[src/rtl/iirseq_pkg.sv]
// iirseq_pkg: shared definitions for the iirseq all-pole IIR filter.
// Holds the FSM state encoding and the saturation helper used when the
// build defines IIRSEQ_SAT_EN.
package iirseq_pkg;

    // FSM states: wait for a sample, step the shared multiplier, present y.
    typedef enum logic [1:0] {
        S_IDLE = 2'd0,
        S_MAC  = 2'd1,
        S_OUT  = 2'd2
    } state_e;

    // Working width for the saturation helper; the accumulator must fit in it.
    localparam int SAT_W = 64;

    // Clamp a signed value to the range of a dw-bit two's-complement number.
    function automatic logic signed [SAT_W-1:0] sat_dw(
        input logic signed [SAT_W-1:0] v,
        input int                      dw
    );
        logic signed [SAT_W-1:0] hi;
        logic signed [SAT_W-1:0] lo;
        hi = (64'sd1 <<< (dw - 1)) - 64'sd1;
        lo = -(64'sd1 <<< (dw - 1));
        if (v > hi) begin
            return hi;
        end else if (v < lo) begin
            return lo;
        end else begin
            return v;
        end
    endfunction

endpackage

[src/rtl/iirseq_hist.sv]
// iirseq_hist: N-deep history of past outputs y[n-1..n-N].
// Entry 1 is the most recent output. A push shifts every entry one place
// older and loads din into entry 1. The read port is combinational and
// indexed 1..N; any other index reads zero.
module iirseq_hist
    import iirseq_pkg::*;
#(
    parameter int DW = 16,
    parameter int N  = 8,
    parameter int KW = 4
) (
    input  logic          clk,
    input  logic          clear,
    input  logic          push,
    input  logic [DW-1:0] din,
    input  logic [KW-1:0] rd_idx,
    output logic [DW-1:0] rd_data
);

    logic [DW-1:0] hist_q [1:N];
    logic [DW-1:0] hist_d [1:N];

    // Next history contents: shift older by one place on push.
    always_comb begin
        hist_d = hist_q;
        if (push) begin
            hist_d[1] = din;
            for (int i = 2; i <= N; i++) begin
                hist_d[i] = hist_q[i-1];
            end
        end
    end

    // History register; clear zeroes every entry and wins over push.
    always_ff @(posedge clk) begin
        if (clear) begin
            for (int i = 1; i <= N; i++) begin
                hist_q[i] <= '0;
            end
        end else begin
            hist_q <= hist_d;
        end
    end

    // Read port: select entry rd_idx, zero when out of range.
    always_comb begin
        rd_data = '0;
        for (int i = 1; i <= N; i++) begin
            if (rd_idx == KW'(i)) begin
                rd_data = hist_q[i];
            end
        end
    end

endmodule

[src/rtl/iirseq.sv]
// iirseq: all-pole fixed-point IIR filter y[n] = x[n] - sum a_k*y[n-k].
// One multiplier is time-shared across the N taps by a small FSM:
// IDLE accepts x, MAC runs exactly N multiply-subtract steps, OUT holds y
// until the consumer takes it, then y is pushed into the history.
// Handshake: a transfer happens on a rising edge where valid & ready are
// both high; y and out_valid stay stable until that transfer happens.
// Optional feature: define IIRSEQ_SAT_EN to saturate the result to DW bits
// instead of wrapping it.
module iirseq
    import iirseq_pkg::*;
#(
    parameter int              DW   = 16,
    parameter int              ACCW = 40,
    parameter int              N    = 8,
    parameter int              FRAC = 8,
    parameter logic [DW*N-1:0] A    = '0
) (
    input  logic          clk,
    input  logic          clear,
    input  logic          in_valid,
    output logic          in_ready,
    input  logic [DW-1:0] x,
    output logic          out_valid,
    input  logic          out_ready,
    output logic [DW-1:0] y
);

    localparam int KW = $clog2(N + 1);

    state_e               state_q, state_d;
    logic [KW-1:0]        k_q, k_d;
    logic [ACCW-1:0]      acc_q, acc_d;
    logic [DW-1:0]        y_q, y_d;

    logic [DW-1:0]        coef_k;
    logic [DW-1:0]        hist_k;
    logic signed [2*DW-1:0] prod;
    logic [ACCW-1:0]      prod_ext;
    logic [ACCW-1:0]      x_ext;
    logic [ACCW-1:0]      acc_mac;
    logic signed [ACCW-1:0] res_full;
    logic [DW-1:0]        y_res;
    logic                 hist_push;

    // Coefficient a_k for the current tap; zero outside 1..N.
    always_comb begin
        coef_k = '0;
        for (int i = 1; i <= N; i++) begin
            if (k_q == KW'(i)) begin
                coef_k = A[(i-1)*DW +: DW];
            end
        end
    end

    // Datapath: full-width product, accumulator step and scaled result.
    always_comb begin
        prod     = $signed(coef_k) * $signed(hist_k);
        prod_ext = {{(ACCW-2*DW){prod[2*DW-1]}}, prod};
        x_ext    = {{(ACCW-DW){x[DW-1]}}, x} << FRAC;
        acc_mac  = acc_q - prod_ext;
        res_full = $signed(acc_mac) >>> FRAC;
    end

    // Reduce the scaled result to DW bits for y and the history.
    always_comb begin
`ifdef IIRSEQ_SAT_EN
        y_res = DW'(sat_dw(SAT_W'(res_full), DW));
`else
        y_res = DW'(res_full);
`endif
    end

    // FSM next state, tap counter, accumulator and output register.
    always_comb begin
        state_d   = state_q;
        k_d       = k_q;
        acc_d     = acc_q;
        y_d       = y_q;
        hist_push = 1'b0;
        case (state_q)
            S_IDLE: begin
                if (in_valid && !clear) begin
                    acc_d   = x_ext;
                    k_d     = KW'(1);
                    state_d = S_MAC;
                end
            end
            S_MAC: begin
                acc_d = acc_mac;
                k_d   = k_q + KW'(1);
                if (k_q == KW'(N)) begin
                    y_d     = y_res;
                    state_d = S_OUT;
                end
            end
            S_OUT: begin
                if (out_ready) begin
                    hist_push = 1'b1;
                    state_d   = S_IDLE;
                end
            end
            default: begin
                state_d = S_IDLE;
            end
        endcase
    end

    // State registers; clear abandons any sample in flight.
    always_ff @(posedge clk) begin
        if (clear) begin
            state_q <= S_IDLE;
            k_q     <= '0;
            acc_q   <= '0;
            y_q     <= '0;
        end else begin
            state_q <= state_d;
            k_q     <= k_d;
            acc_q   <= acc_d;
            y_q     <= y_d;
        end
    end

    iirseq_hist #(
        .DW (DW),
        .N  (N),
        .KW (KW)
    ) u_hist (
        .clk     (clk),
        .clear   (clear),
        .push    (hist_push),
        .din     (y_q),
        .rd_idx  (k_q),
        .rd_data (hist_k)
    );

    assign in_ready  = (state_q == S_IDLE) && !clear;
    assign out_valid = (state_q == S_OUT);
    assign y         = y_q;

endmodule
[config.mk]
export PLATFORM = sky130hd
export DESIGN_NAME = iirseq
export DESIGN_NICKNAME = d
export VERILOG_FILES = /design/src/rtl/iirseq_pkg.sv /design/src/rtl/iirseq_hist.sv /design/src/rtl/iirseq.sv
export SDC_FILE = /design/constraint.sdc
export NUM_CORES = 1
export LEC_CHECK = 0
export BUFFER_PORTS_ARGS = -buffer_cell sky130_fd_sc_hd__buf_2
export CELL_PAD_IN_SITES_DETAIL_PLACEMENT = 1
export CELL_PAD_IN_SITES_GLOBAL_PLACEMENT = 1
export CORE_UTILIZATION = 42
export CTS_CLUSTER_DIAMETER = 200
export DETAILED_ROUTE_END_ITERATION = 7
export PLACE_DENSITY_LB_ADDON = 0.1
export RECOVER_POWER = 100
export SLEW_MARGIN = 40
export SYNTH_ARGS = -nofsm -noshare
export SYNTH_HDL_FRONTEND = slang
export SYNTH_SLANG_ARGS = --single-unit
[constraint.sdc]
create_clock -name clk -period 4 [get_ports clk]
set_clock_uncertainty 0.15 [all_clocks]
set_input_delay 0.4 -clock clk [delete_from_list [all_inputs] [get_ports clk]]
set_output_delay 0.4 -clock clk [all_outputs]
set_load 0.005 [all_outputs]
After elaboration in Yosys (flattened, before gate mapping)
Cells that the tools add are included.
{"block": "word_totals", "ff_bits": 38, "in_bits": 20, "latchBits": 0, "n_memories": 0, "mem_bits_ro": 0, "ram_bits": 0, "wordCells": 26, "output_inout_bits": 18}
{"block": "classes", "shifts": 0, "bitwise": 0, "magnitude_cmp": 0, "n_eq_ne": 6, "n_mul": 0, "muxes": 6, "add_sub_neg": 1, "n_div": 0, "reduce_logical": 9}
{"cell": "$pmux 4 s2", "count": 1}
{"cell": "$mux 2", "count": 3}
{"cell": "$pmux 2 s3", "count": 1}
{"cell": "$reduce_and 2->1", "count": 3}
{"cell": "$add 4x1->4 const B", "count": 1}
{"cell": "$eq 4x4->1 const B", "count": 1}
{"cell": "$mux 4", "count": 1}
{"cell": "$ne 2x2->1 const B", "count": 2}
{"cell": "$reduce_and 3->1", "count": 1}
{"cell": "$eq 2x1->1 const B", "count": 1}
{"cell": "$eq 2x2->1 const B", "count": 1}
{"cell": "$logic_and 1x1->1", "count": 2}
{"cell": "$logic_not 2->1", "count": 1}
{"cell": "$ne 2x1->1 const B", "count": 1}
{"cell": "$reduce_bool 2->1", "count": 1}
{"cell": "$logic_not 1->1", "count": 1}

Longest topological paths before layout
{"block": "depth", "depth_word": 4, "ltp_mapped": 6, "mapped_depth_nobuf": 5}

Least setup slack after synthesis
OpenSTA, ideal clock, no wires.
{"block": "synth_path", "path_type": "reg-to-reg", "start": "reg k_q[0]", "end": "reg y_q[10], in the netlist y[10]", "slack_ns": 2.579, "path_stages_with_launch": 7, "synth_period_minus_slack_ns": 1.421, "setup_time_ns": 0.119, "arrival_ns": 1.153, "path_buffers": 1, "t_required_ns": 3.731, "cell_sequence": "dfxtp_1 > inv_1 > ha_1 > and3b_1 > and2_1 > buf_4 > mux2i_1"}
{"block": "synth_via", "elab_chain_cells": 2}
{"element": "start, declared", "line_no": "iirseq.sv:31", "source": "logic [KW-1:0] k_q, k_d;"}
{"element": "start signal, assigned", "line_no": "iirseq.sv:117", "source": "k_q <= k_d;"}
{"element": "$eq 4x4->1"}
{"element": "$reduce_and 2->1 (no line)"}
{"element": "end signal, assigned", "line_no": "iirseq.sv:119", "source": "y_q <= y_d;"}
{"element": "end, declared", "line_no": "iirseq.sv:33", "source": "logic [DW-1:0] y_q, y_d;"}
Every way passes these cells.
A chain may end at the register's enable or synchronous reset.

Final worst setup path
{"block": "layout_path", "start": "in clear", "end": "reg k_q[3]"}
{"block": "layout_via", "elab_chain_cells": 4}
{"element": "start, declared", "line_no": "iirseq.sv:19", "source": "input logic clear,"}
{"element": "$logic_not 1->1", "line_no": "iirseq.sv:82", "source": "if (in_valid && !clear) begin"}
{"element": "$logic_and 1x1->1", "line_no": "iirseq.sv:82"}
{"element": "$ne 2x2->1 (no line)"}
{"element": "$reduce_and 2->1 (no line)"}
Several ways; a longest one is shown, not always the timed one.

==> flow_metrics.py <==
metrics = {
    "run_status": {
        "status": "finished, final reports clean",
    },
    "synthesis": {
        "syn_area_mm2": 0.001524,
        "synthTopCellsByArea": "dfxtp_1 (50%), nand2b_1 (14%), mux2i_1 (11%)",
        "ys_seq_elements": 38,
        "yosysMostFrequentCell": "dfxtp_1",
        "synthDominantCellAreaShare_pct": 49.92,
        "syn_avg_cell_area_um2": 9.707,
        "postSynthCellCount": 157,
        "synth_edf_count": 0,
        "ys_top_cells_by_count": "dfxtp_1 (38), nand2b_1 (33), nand2_1 (18), mux2i_1 (16), o21ai_0 (16)",
        "seq_area_frac_synth_pct": 49.92,
        "synth_warnings": 0,
        "ys.flop_type": "dfxtp_1",
        "ys_types": 28,
        "ys_async_sr_fraction_pct": 0,
        "synth_fp_nets": 179,
        "synth_top_area_cell": "dfxtp_1",
    },
    "place": {
        "gp_congestion": 0.6783,
        "hpwl_um": 2021,
        "dp.cells": 231,
        "numPortBuffers": 37,
        "dp_worst_setup_slack_ns": 2.061,
    },
    "pwr": {
        "seqPwrFrac_pct": 60.9,
        "vdd_ir_drop_max_v": 0.0002110,
        "p_comb_share_pct": 6.8,
        "p_switching_uw": 156.2,
        "switching_share_pct": 23.88,
        "power.total_uw": 654.0,
        "p_int_uw": 497.8,
        "pwr-share-clk_pct": 32.3,
        "leakage_nw": 0.7702,
        "powerDensity_mw_per_mm2": 372.6,
    },
    "timing": {
        "slew_viol_final": 0,
        "fin_crit_sh_pct": 64.63,
        "worst_slew_pin_slew_ns": 1.340,
        "period_needed_ns": 2.585,
        "slew_headroom_pct": 10.68,
        "finalSetupViolCount": 0,
        "rsz0062_at_grt": "no",
        "layout_setup_ws_ns": 1.415,
        "fin_tns_setup_ns": 0,
        "max_freq_mhz": 386.8,
        "hold_violations": 0,
    },
    "drt": {
        "wl_um": 2895,
        "final_antenna_net_count": 0,
        "first_pass_iters": 4,
        "wl_per_cell_um": 12.11,
        "vias_per_cell": 4.900,
        "drcViolationCount": 0,
        "vias": 1171,
        "drt_iter0_markers": 54,
    },
    "clocking": {
        "clock-sinks": 38,
        "cts_buffers": 5,
        "tritoncts": "built",
        "htreeDepth": 2,
        "cts_resized": 0,
        "cts_setup_buffers": 0,
        "cts_hold_buffers": 0,
        "root_buffer": "clkbuf_4",
        "clk_path_buf_depth": 2,
        "clock_latency_ns": 0.34,
        "clk_pin_slew_worst_paths_ns": 0.11,
    },
    "die": {
        "die_h_um": 62.24,
        "coreArea_mm2": 0.003416,
        "core.rowCount": 21,
        "die_w_um": 62.24,
        "start_util_pct": 44.62,
        "io_pins": 38,
        "dieArea_mm2": 0.003873,
    },
    "hold_path": {
        "hp-start": "x[4]",
        "hold_depth": 3,
        "hold_class": "in2reg",
        "min_to": "acc_q[12]$_SDFFE_PP0P_",
    },
    "critical_path": {
        "arrival_ns": 2.68,
        "crit_chain": "clkbuf_1 > nor4b_1 > clkbuf_1 > nor3b_1 > mux2_2",
        "critical_path.most_common_cell": "clkbuf_1",
        "worstSetupEndpointType": "flip-flop",
        "r2r-start": "state_q[1]$_SDFFE_PP0P_",
        "cpLargestDelayFamily": "buffers and inverters",
        "r2r_slack_ns": 1.73,
        "cp_slowest_cell": "clkbuf_1",
        "required_ns": 4.09,
        "cp_max_fo": 41,
        "start_kind": "input pin",
        "crit_type": "in2reg",
        "slowest_delay_ns": 0.92,
        "rr_endpoint": "k_q[3]$_SDFFE_PP0P_",
        "crit_buf_inv": 2,
        "r2r_cells": 4,
    },
    "final_layout": {
        "diodes": 0,
        "area_growth_pct": 15.19,
        "register_area_um2": 760.7,
        "n_fill_cell": 414,
        "instances_no_fill": 239,
        "multi_input_area_um2": 680.7,
        "fin_nets": 214,
        "drive_gt1_share_pct": 22.28,
    },
    "global_routing": {
        "grt_pass1_vias": 1165,
        "grt_overflow": 0,
        "gr-usage-all-layers_pct": 16.48,
        "antenna_found_initial": 0,
        "grt_pass1_wl_um": 4947,
        "grt_start_max_net_pins": 42,
    },
    "job": {
        "drv_cap": 0,
    },
}
## worst reg2reg max path, cell delays in order (launching register included)
cell	delay, ns
dfxtp_1	0.39
nor4b_1	0.31
clkbuf_1	0.92
nor3b_1	0.10
mux2_2	0.31
## layout make-up
type / instances / area share [%]
tap: 46 / 3.279
inverter: 2 / 0.4277
clock inverter: 2 / 0.7128
timing repair buffer: 38 / 10.55
clock buffer: 6 / 2.922
multi-input combinational: 107 / 38.77
sequential: 38 / 43.34
## routing by layer
metal	share of wire [%]	up-vias	track usage [%]
met5	0	-	0
met4	1.2	0	6.977
met3	4.5	4	6.434
met2	49	29	29.12
met1	45	549	17.32
li1	-	589	-
## cells by family after synthesis
kind of cell             share of synthesized area [%]
flip-flops                                       49.92
AND/OR/NAND/NOR                                  24.55
buffers and inverters                            4.269
AO/OA/AOI/OAI                                    8.376
multiplexers                                     11.25
adder cells (fa/ha/maj)                          1.642
## flip-flops by register name (all words and copies together), names as in the netlist
| signal | cells |
|---|---|
| k_q | 4 |
| acc_q | 16 |
| y | 16 |
| state_q | 2 |
## power by group through the flow
| stage | clock network, mW | registers, mW | logic (mW) |
|---|---|---|---|
| 2_1_floorplan | 0 | 0.404 | 0.0328 |
| 3_3_place_gp | 0 | 0.406 | 0.0435 |
| 3_5_place_dp | 0 | 0.408 | 0.0464 |
| 4_1_cts | 0.217 | 0.399 | 0.0466 |
| 5_1_grt | 0.240 | 0.400 | 0.0511 |
| 6_report | 0.211 | 0.398 | 0.0444 |
## metrics by stage
stage	area, um2	util [%]	hold WS, ns
6_report	1755	51.39	0.09710
5_1_grt	1755	51.39	0.08505
4_1_cts	1780	52.12	0.08768
3_5_place_dp	1717	50.26	0.3176
3_3_place_gp	1717	50.26	0.3078
2_1_floorplan	1524	-	0.3027
## worst max path at each step
stage                                   start             endpoint  cells after the start
after global placement                  clear  k_q[3]$_SDFFE_PP0P_                      5
final                                   clear  k_q[3]$_SDFFE_PP0P_                      5
after CTS                 k_q[0]$_SDFFE_PP0P_    y[1]$_SDFFE_PP0P_                      5
after detailed placement                clear  k_q[3]$_SDFFE_PP0P_                      5
after floorplan           k_q[0]$_SDFFE_PP0P_   y[10]$_SDFFE_PP0P_                      6
after global routing                    clear  k_q[3]$_SDFFE_PP0P_                      5
## layout by cell type, fill, tap and decap left out, types with 4 or more instances in the layout
master	synthesis	routed
o21ai_0	16	16
buf_2	0	33
nor2_1	4	4
clkbuf_1	4	4
mux2i_1	16	16
clkbuf_4	0	5
nand2b_1	33	33
nand2_1	18	18
dfxtp_1	38	38
(Power assumes the default switching activity.)
